File: src/rtl/pipeline_hazard_unit.sv
// Stall/flush sequencer for the 5-stage pipeline: load-use interlock, EX redirect squash,
// multi-cycle mul front-end freeze, and a saturating stall-cycle counter.
//
// state    | meaning
// ---------+-----------------------------------------------------------------
// RUN      | normal issue; redirect > mul entry > load-use, in that priority
// MUL_WAIT | mul holds EX; front end frozen while cnt>0, release when cnt==0
module pipeline_hazard_unit #(
  parameter int MUL_CYCLES = 4,
  parameter int CNT_W      = 16
) (
  input  logic             Clk,
  input  logic             Reset,
  input  logic [4:0]       ID_Rs,
  input  logic [4:0]       ID_Rt,
  input  logic             ID_UsesRs,
  input  logic             ID_UsesRt,
  input  logic             EX_R_Enable,
  input  logic [4:0]       EX_WriteReg,
  input  logic             EX_IsMul,
  input  logic             EX_Redirect,
  output logic             PC_Write,
  output logic             IFID_Write,
  output logic             IDEX_Write,
  output logic             IFID_Flush,
  output logic             IDEX_Flush,
  output logic             EXMEM_Bubble,
  output logic             MulBusy,
  output logic [CNT_W-1:0] StallCount
);

  typedef enum logic {RUN, MUL_WAIT} state_t;

  localparam bit         MUL_STALLS = (MUL_CYCLES > 1);
  localparam logic [3:0] CNT_INIT   = MUL_STALLS ? 4'(MUL_CYCLES - 2) : 4'd0;

  state_t     state;
  logic [3:0] cnt;
  logic       load_use;
  logic       stall;
  logic       enter_mul;

  // A load targeting $0 never produces a value worth waiting for.
  assign load_use = EX_R_Enable && (EX_WriteReg != 5'd0) &&
                    ((ID_UsesRs && (ID_Rs == EX_WriteReg)) ||
                     (ID_UsesRt && (ID_Rt == EX_WriteReg)));

  always_comb begin
    PC_Write     = 1'b1;
    IFID_Write   = 1'b1;
    IDEX_Write   = 1'b1;
    IFID_Flush   = 1'b0;
    IDEX_Flush   = 1'b0;
    EXMEM_Bubble = 1'b0;
    MulBusy      = 1'b0;
    stall        = 1'b0;
    enter_mul    = 1'b0;
    if (!Reset) begin
      unique case (state)
        RUN: begin
          if (EX_Redirect) begin
            IFID_Flush = 1'b1;
            IDEX_Flush = 1'b1;
          end else if (EX_IsMul && MUL_STALLS) begin
            PC_Write     = 1'b0;
            IFID_Write   = 1'b0;
            IDEX_Write   = 1'b0;
            EXMEM_Bubble = 1'b1;
            stall        = 1'b1;
            enter_mul    = 1'b1;
          end else if (load_use) begin
            PC_Write   = 1'b0;
            IFID_Write = 1'b0;
            IDEX_Flush = 1'b1;
            stall      = 1'b1;
          end
        end
        MUL_WAIT: begin
          MulBusy = 1'b1;
          if (cnt != 4'd0) begin
            PC_Write     = 1'b0;
            IFID_Write   = 1'b0;
            IDEX_Write   = 1'b0;
            EXMEM_Bubble = 1'b1;
            stall        = 1'b1;
          end
        end
        default: ;
      endcase
    end
  end

  always_ff @(posedge Clk) begin
    if (Reset) begin
      state      <= RUN;
      cnt        <= 4'd0;
      StallCount <= '0;
    end else begin
      if (stall && (StallCount != {CNT_W{1'b1}}))
        StallCount <= StallCount + CNT_W'(1);
      unique case (state)
        RUN: begin
          if (enter_mul) begin
            state <= MUL_WAIT;
            cnt   <= CNT_INIT;
          end
        end
        MUL_WAIT: begin
          if (cnt != 4'd0) cnt <= cnt - 4'd1;
          else             state <= RUN;
        end
        default: state <= RUN;
      endcase
    end
  end

endmodule
File: config.mk
export PLATFORM = sky130hd
export DESIGN_NAME = pipeline_hazard_unit
export DESIGN_NICKNAME = d
export VERILOG_FILES = /design/src/rtl/pipeline_hazard_unit.sv
export SDC_FILE = /design/constraint.sdc
export NUM_CORES = 1
export LEC_CHECK = 0
export CORE_MARGIN = 4
export CORE_UTILIZATION = 40
export DETAILED_ROUTE_END_ITERATION = 6
export HOLD_SLACK_MARGIN = 0.06
export PLACE_DENSITY = 0.72
export SYNTH_ARGS = -nofsm -noshare
export SYNTH_HDL_FRONTEND = slang
export SYNTH_SLANG_ARGS = --single-unit
File: constraint.sdc
create_clock -name Clk -period 2.54 [get_ports Clk]
set_clock_uncertainty 0.1 [all_clocks]
set_input_delay 0.381 -clock Clk [delete_from_list [all_inputs] [get_ports Clk]]
set_output_delay 0.381 -clock Clk [all_outputs]
set_load 0.01 [all_outputs]
=== Word level (Yosys, flattened, before mapping) ===
Index checks and enable logic that the tools add are counted.

* Register bits after elaboration: 21
* Bits of input ports: 22
* Output and inout port bits: 23

* Add/sub/neg operators: 2
* Equal/unequal tests: 5
* Muxes and demuxes: 36
* Bitwise gates (word level): 1
* Reductions and logical operators: 9

{| class="wikitable"
|+ Operators with widths
! cell !! number
|-
| 1-bit two-way mux || 28
|-
| 16-bit by 1-bit adder with 16-bit output (second input constant) || 1
|-
| 16-bit != test (second input constant) || 1
|-
| 5-bit == test || 2
|-
| 1-bit one-hot mux with 2 select lines || 5
|-
| 4-bit two-way mux || 2
|-
| 4-bit one-hot mux with 2 select lines || 1
|-
| 1-bit logical AND || 5
|-
| 5-bit nonzero test || 1
|-
| 4-bit nonzero test || 1
|-
| 4-bit by 1-bit subtractor with 4-bit output (second input constant) || 1
|-
| 2-bit by 1-bit != test with 1-bit output (second input constant) || 1
|-
| 2-bit != test (second input constant) || 1
|-
| 2-bit AND reduction || 1
|-
| 1-bit logical OR || 1
|-
| 1-bit NOT || 1
|}

=== Logic depth before layout (Yosys ltp) ===
* Word-level depth: 10
* Depth in mapped cells: 10
* Mapped depth without buffers: 8

=== Worst setup path before layout ===
Ideal clock, no wire load.

* Path kind: register to output
* Start point: register cnt[0]
* End point: output PC_Write
* Arrival: 1.597 ns
* Slack: 0.462 ns
* Stages on the path, launching flop included: 8
* Buffers on the path: 1
* Cells stage by stage: dfxtp_1 > inv_1 > ha_1 > or3b_1 > a21oi_2 > nor2_4 > a21oi_1 > buf_4

* Longest elaborated chain between the ends: 4

{| class="wikitable"
|+ Ends and longest elaborated chain
! element !! RTL line !! source
|-
| start, declared || 38 || <nowiki>logic [3:0] cnt;</nowiki>
|-
| start signal, assigned || 109 || <nowiki>if (cnt != 4'd0) cnt <= cnt - 4'd1;</nowiki>
|-
| 4-bit nonzero test || 80 || <nowiki>if (cnt != 4'd0) begin</nowiki>
|-
| 1-bit two-way mux || - ||
|-
| 1-bit one-hot mux with 2 select lines || - ||
|-
| 1-bit two-way mux || - ||
|-
| end, declared || 22 || <nowiki>output logic PC_Write,</nowiki>
|}

Every way passes these cells.

=== Worst setup path in the final report ===
* Start point: register cnt[0]
* End point: output IFID_Write

* Longest elaborated chain between the ends: 4

{| class="wikitable"
|+ Ends and longest elaborated chain
! element !! RTL line !! source
|-
| 4-bit nonzero test || 80 ||
|-
| 1-bit two-way mux || 80 ||
|-
| 1-bit one-hot mux with 2 select lines || 59 || <nowiki>unique case (state)</nowiki>
|-
| 1-bit two-way mux || 58 || <nowiki>if (!Reset) begin</nowiki>
|-
| end, declared || 23 || <nowiki>output logic IFID_Write,</nowiki>
|}

Every way passes these cells.

==> results.yml <==
status:
  outcome: "finished, final reports clean"
cells_and_area:
  layout-drive-gt1-share_pct: 12.5
  antennaDiodeCount: 0
  fin_util_pct: 60.0
  area_growth_pct: 43.5
  final_nets: 234
  fin_cells: 252
  n_fill_cell: 292
routing:
  first_iter_violations: 125
  antenna_left: 0
  finalWirelength_um: 3370
  drc: 0
  via_per_inst: 5.35
  num_vias: 1348
  routedWlPerCell_um: 13.4
  dr.pass1.iters: 5
grt:
  overflow: 0
  grt_max_degree: 30
  antenna_found_initial: 0
  grt_pass1_wl_um: 5690
  grt_use_total_pct: 16.9
  grt_pass1_vias: 1312
power_and_ir_drop:
  p_seq_share_pct: 53.6
  p_int_uw: 473
  p_clk_share_pct: 24.8
  pwr-share-comb_pct: 21.6
  power_leakage_nw: 0.648
  p_sw_uw: 165
  powerDensity_nw_per_um2: 348
  peakVddDrop_uv: 338
  swShare_pct: 25.8
clock_network:
  clock_latency_ps: 300
  holdBufCountCts: 0
  cts_buffer_depth: 2
  clock-sinks: 21
  clk_pin_slew_ps: 120
  cts_inserted_buffers: 3
  cts_tree: "done"
  root_buffer: "clkbuf_4"
  htreeDepth: 1
logic_synthesis:
  synth_area_leaders: "dfxtp_1, xnor2_1, a21oi_1"
  synth.top_cell.area_share_pct: 32.9
  netlist_top_cells_count: "dfxtp_1, a21oi_1, or3_1"
  seq_area_frac_synth_pct: 32.9
  synthFlopType: "dfxtp_1"
  yosysMostFrequentCell: "dfxtp_1"
  synth_area_um2: 1280
  ys_seq_elements: 21
  synth_top_cell_by_area: "dfxtp_1"
  avgSynthCellArea_um2: 8.24
  synth_cell_type_count: 38
  synth_edf_count: 0
  ys_warn_count: 0
  syn_nets: 180
  async_flop_share_pct: 0
  syn_inst: 155
timing:
  hold_ws_ps: 399
  hold_violations: 0
  period_needed_ps: 2370
  setup_ws_ps: 168
  worstMarginPinSlew_ps: 364
  slew_violations: 0
  timing.fmax_ghz: 0.422
  rsz0062_at_grt: "false"
  setup_violations: 0
  post-route-period-util_pct: 93.4
  slew_headroom_pct: 75.7
placed_design:
  dp_cells: 244
  io_buffers: 44
  dp_slack_ps: -364
  gp_congestion: 0.826
  hpwlAfterDp_um: 2640
floorplanning:
  initial_utilization_pct: 41.8
  dieArea_um2: 4160
  core-area_um2: 3050
  row_count: 20
  fp.dieH_um: 64.5
  io_pins: 45
  dieWidth_um: 64.5
run:
  max-cap-violations: 0
critical_path:
  worstPathCellList: "inv_1 > ha_1 > or3b_1 > a21oi_2 > nor2_4 > a21oi_1 > clkbuf_2"
  path_class: "register to output port"
  startpoint_type: "register"
  endpoint_kind: "output port"
  cp.arrival_ps: 1890
  path_max_fanout: 5
  cp_data_required_time_ps: 2060
  crit_slowest_cell: "or3b_1"
  critical_path.max_stage_delay_ps: 380
min_path:
  hp-class: "register to register"
-- stage by stage --
step	area [um^2]	TNS, ps	power [mW]
2_1_floorplan	1280	0	0.415
3_3_place_gp	1790	-950	0.481
3_5_place_dp	1790	-1140	0.486
4_1_cts	1820	0	0.641
5_1_grt	1830	0	0.673
6_report	1830	0	0.637
-- power by group through the flow --
stage	Clock [mW]	Combinational [mW]	Sequential (mW)
6_report	0.158	0.138	0.342
5_1_grt	0.180	0.150	0.343
4_1_cts	0.164	0.136	0.342
3_5_place_dp	0	0.137	0.349
3_3_place_gp	0	0.132	0.349
2_1_floorplan	0	0.0666	0.348
-- cells in the final DEF (no fill, tap or decap), types with 2 or more instances in the layout --
| cell | count |
|---|---|
| buf_4 | 12 |
| dlygate4sd2_1 | 6 |
| nand4_1 | 4 |
| nand3_1 | 9 |
| clkbuf_2 | 2 |
| o31ai_1 | 4 |
| clkbuf_4 | 3 |
| o21ai_0 | 10 |
| xnor2_1 | 10 |
| nor3_1 | 6 |
| and3_1 | 3 |
| or3_1 | 11 |
| or4_1 | 4 |
| nor2b_1 | 2 |
| a31oi_1 | 2 |
| mux2i_1 | 2 |
| xor2_1 | 3 |
| clkdlybuf4s50_1 | 34 |
| nor2_1 | 8 |
| nand2_1 | 9 |
| dfxtp_1 | 21 |
| a21oi_1 | 14 |
| inv_1 | 8 |
| ha_1 | 3 |
-- timing repair --
item / CTS / global route
setup buffers: 1 / 3
hold endpoints to repair: 0 / 0
gates resized for setup: 13 / 5
pin swaps: 1 / 4
endpoints found under the setup margin: 4 / 4
-- layout make-up --
type,instances,area (um^2),share of cell area [%]
timing repair buffer,57,531,28.9
inverter,8,30.0,1.64
sequential,21,420,22.9
multi-input combinational,118,771,42.0
clock buffer,4,26.3,1.43
tap,44,55.1,3.00
-- per-layer routing --
| metal | GRT usage, % | wire length, um |
|---|---|---|
| met5 | 0 | 0 |
| met4 | 4.22 | 82 |
| met1 | 19.6 | 1390 |
| met3 | 5.20 | 137 |
| met2 | 29.9 | 1760 |
-- worst paths after layout --
path,from,end,cells past startpoint,slack [ps]
max,cnt[0]$_SDFFE_PP0P_,IFID_Write,7,170
max reg2reg,cnt[0]$_SDFFE_PP0P_,StallCount[11]$_SDFFE_PP0P_,9,400
min reg2reg,StallCount[14]$_SDFFE_PP0P_,StallCount[14]$_SDFFE_PP0P_,2,400
min,StallCount[14]$_SDFFE_PP0P_,StallCount[14]$_SDFFE_PP0P_,2,400
-- state kept, by name, indices dropped and copies added (netlist names) --
register and cells:
state 1, cnt 4, StallCount 16
-- worst max-delay path: cells and delay by family, from the launching register on --
kind	cells	cell delay, ps
simple gates	2	450
fa+ha+maj	1	130
compound gates	2	400
flops	1	350
buf+inv	2	250
-- cell families after synthesis --
family                     Yosys count  share of synthesized area, %
AOI/OAI and AO/OA                   37                          17.5
xor gates and xnor gates            13                          8.91
adders and majority gates            3                          2.94
buffers and inverters               16                          7.25
DFF                                 21                          32.9
muxes                                2                          1.57
and+or+nand+nor                     63                          28.9
(Power assumes the default switching activity.)
==> variant (same flow settings) <==
Set the parameter `CNT_W` to 32 (it was 16).
--- a/src/rtl/pipeline_hazard_unit.sv
+++ b/src/rtl/pipeline_hazard_unit.sv
@@ -9,3 +9,3 @@
   parameter int MUL_CYCLES = 4,
-  parameter int CNT_W      = 16
+  parameter int CNT_W      = 32
 ) (
Ports: changed (resized StallCount); port bits go from 45 to 61. No check against the original RTL was run, so the function may have changed too.
==> variant against the original RTL <==
Critical endpoint is now EXMEM_Bubble; power increased by 99%; via count increased by 59%; setup slack worse by 120 ps; area after synthesis increased by 63%; synthesized cell count rose by 61%; critical path depth did not move; design area up 65%; routed wire length is 68% higher; sequential cell count up 16.
==> variant: results (changes against the original RTL) <==
** Status
- Run status :: finished, final reports clean (unchanged)

** Pwr
- The total combinational power came to 0.000145 W (was 0.000138 W).
- Sequential power share :: 46.6% (was 53.6%)

** Global routing
- Global-route wire length before repair :: 9246 um (was 5692 um)
- The met1 usage was 24.43% (was 19.64%).
- Via count of the first global-routing pass :: 1,966 (was 1,312)
- The pin count of the biggest net entering global routing is 62 (was 30).
- Global-route track usage on met3 :: 3.587% (was 5.199%)

** Cells and area
- Area Growth Syn to Fin :: 45.64% (was 43.49%)
- The net count of the finished layout is 344 (was 234).
- The number of inserted filler cells in the final layout was 451 (was 292).

** Placed design
- DP Wirelength :: 3939 um (was 2641 um)
- Area after detailed placement :: 2809 um2 (was 1790 um2)
- Placement Setup Slack :: -528.9 ps (was -363.8 ps)

** Logic synthesis
- Fraction of the mapped netlist area in compound gates :: 20.17% (was 17.53%)
- The post-synthesis mux area share is 2.047% (was 1.567%).
- The net count of the mapped netlist was 274 (was 180).
- Distinct cells, synth :: 40 (was 38)
- Most common library cells after synthesis: 37 x sky130_fd_sc_hd__dfxtp_1, 24 x sky130_fd_sc_hd__a21oi_1, 23 x sky130_fd_sc_hd__or4_1 (was 21 x sky130_fd_sc_hd__dfxtp_1, 14 x sky130_fd_sc_hd__a21oi_1, 11 x sky130_fd_sc_hd__or3_1).
- Portion of the post-synthesis area used by sequential elements :: 35.64% (was 32.91%)

** Routing
- The total number of vias came to 2,149 (was 1,348).
- The first-pass detailed-route iteration total came to 4 (was 5).

** Setup path
- Worst reg-to-reg path cell count :: 6 (was 9)
- Standard cell with the maximum stage delay on the critical path :: sky130_fd_sc_hd__clkdlybuf4s50_1 (was sky130_fd_sc_hd__or3b_1)
- Peak per-stage delay on the critical path :: 540 ps (was 380 ps)

** Clock network
- CTS clk-pin slew, worst paths :: 70 ps (was 120 ps)
- Number of buffers added by the clock tree synthesis step :: 5 (was 3)

** Timing
- Headroom to the max-slew limit :: 72.76% (was 75.70%)
## variant: cell count changes in the layout (fill, tap and decap cells not counted), moves of 6 or more
cell / unedited run / this run
sky130_fd_sc_hd__dfxtp_1: 21 / 37
sky130_fd_sc_hd__xnor2_1: 10 / 2
sky130_fd_sc_hd__nand3_1: 9 / 15
sky130_fd_sc_hd__a21oi_1: 14 / 21
sky130_fd_sc_hd__o31ai_1: 4 / 20
sky130_fd_sc_hd__or3_1: 11 / 4
sky130_fd_sc_hd__buf_4: 12 / 18
sky130_fd_sc_hd__xor2_1: 3 / 10
sky130_fd_sc_hd__or4_1: 4 / 22
sky130_fd_sc_hd__o21ai_0: 10 / 4
sky130_fd_sc_hd__clkdlybuf4s50_1: 34 / 48
sky130_fd_sc_hd__clkbuf_8: 0 / 6
## variant: layout make-up
type	instances	area share [%]
repair buffers	80	25.59
inverters	9	1.116
clock inverters	1	0.9921
clock buffers	7	2.852
flip-flops and latches	37	24.47
well taps	67	2.770
multi-input cells	186	42.21
## variant: worst paths after layout
path	from	end	slack, ps
worst max-delay path	EX_Redirect	EXMEM_Bubble	50
worst min-delay path	StallCount[20]	StallCount[20]	400
worst max register to register	StallCount[0]	StallCount[12]	240
worst min register to register	StallCount[20]	StallCount[20]	400
## variant: what timing repair did
item,in CTS,in global routing
endpoints found under the setup margin,27,26
buffers inserted,0,3
resized for setup,16,14
pin swaps,3,6
## variant: cells by family (layout without fill, tap and decap cells)
group | count (synthesis) | after routing
adder cells (fa/ha/maj) | 3 | 3
AND/OR/NAND/NOR | 104 | 104
AO/OA/AOI/OAI | 63 | 63
flip-flops | 37 | 37
XOR/XNOR | 12 | 12
multiplexers | 4 | 4
buffers and inverters | 26 | 97
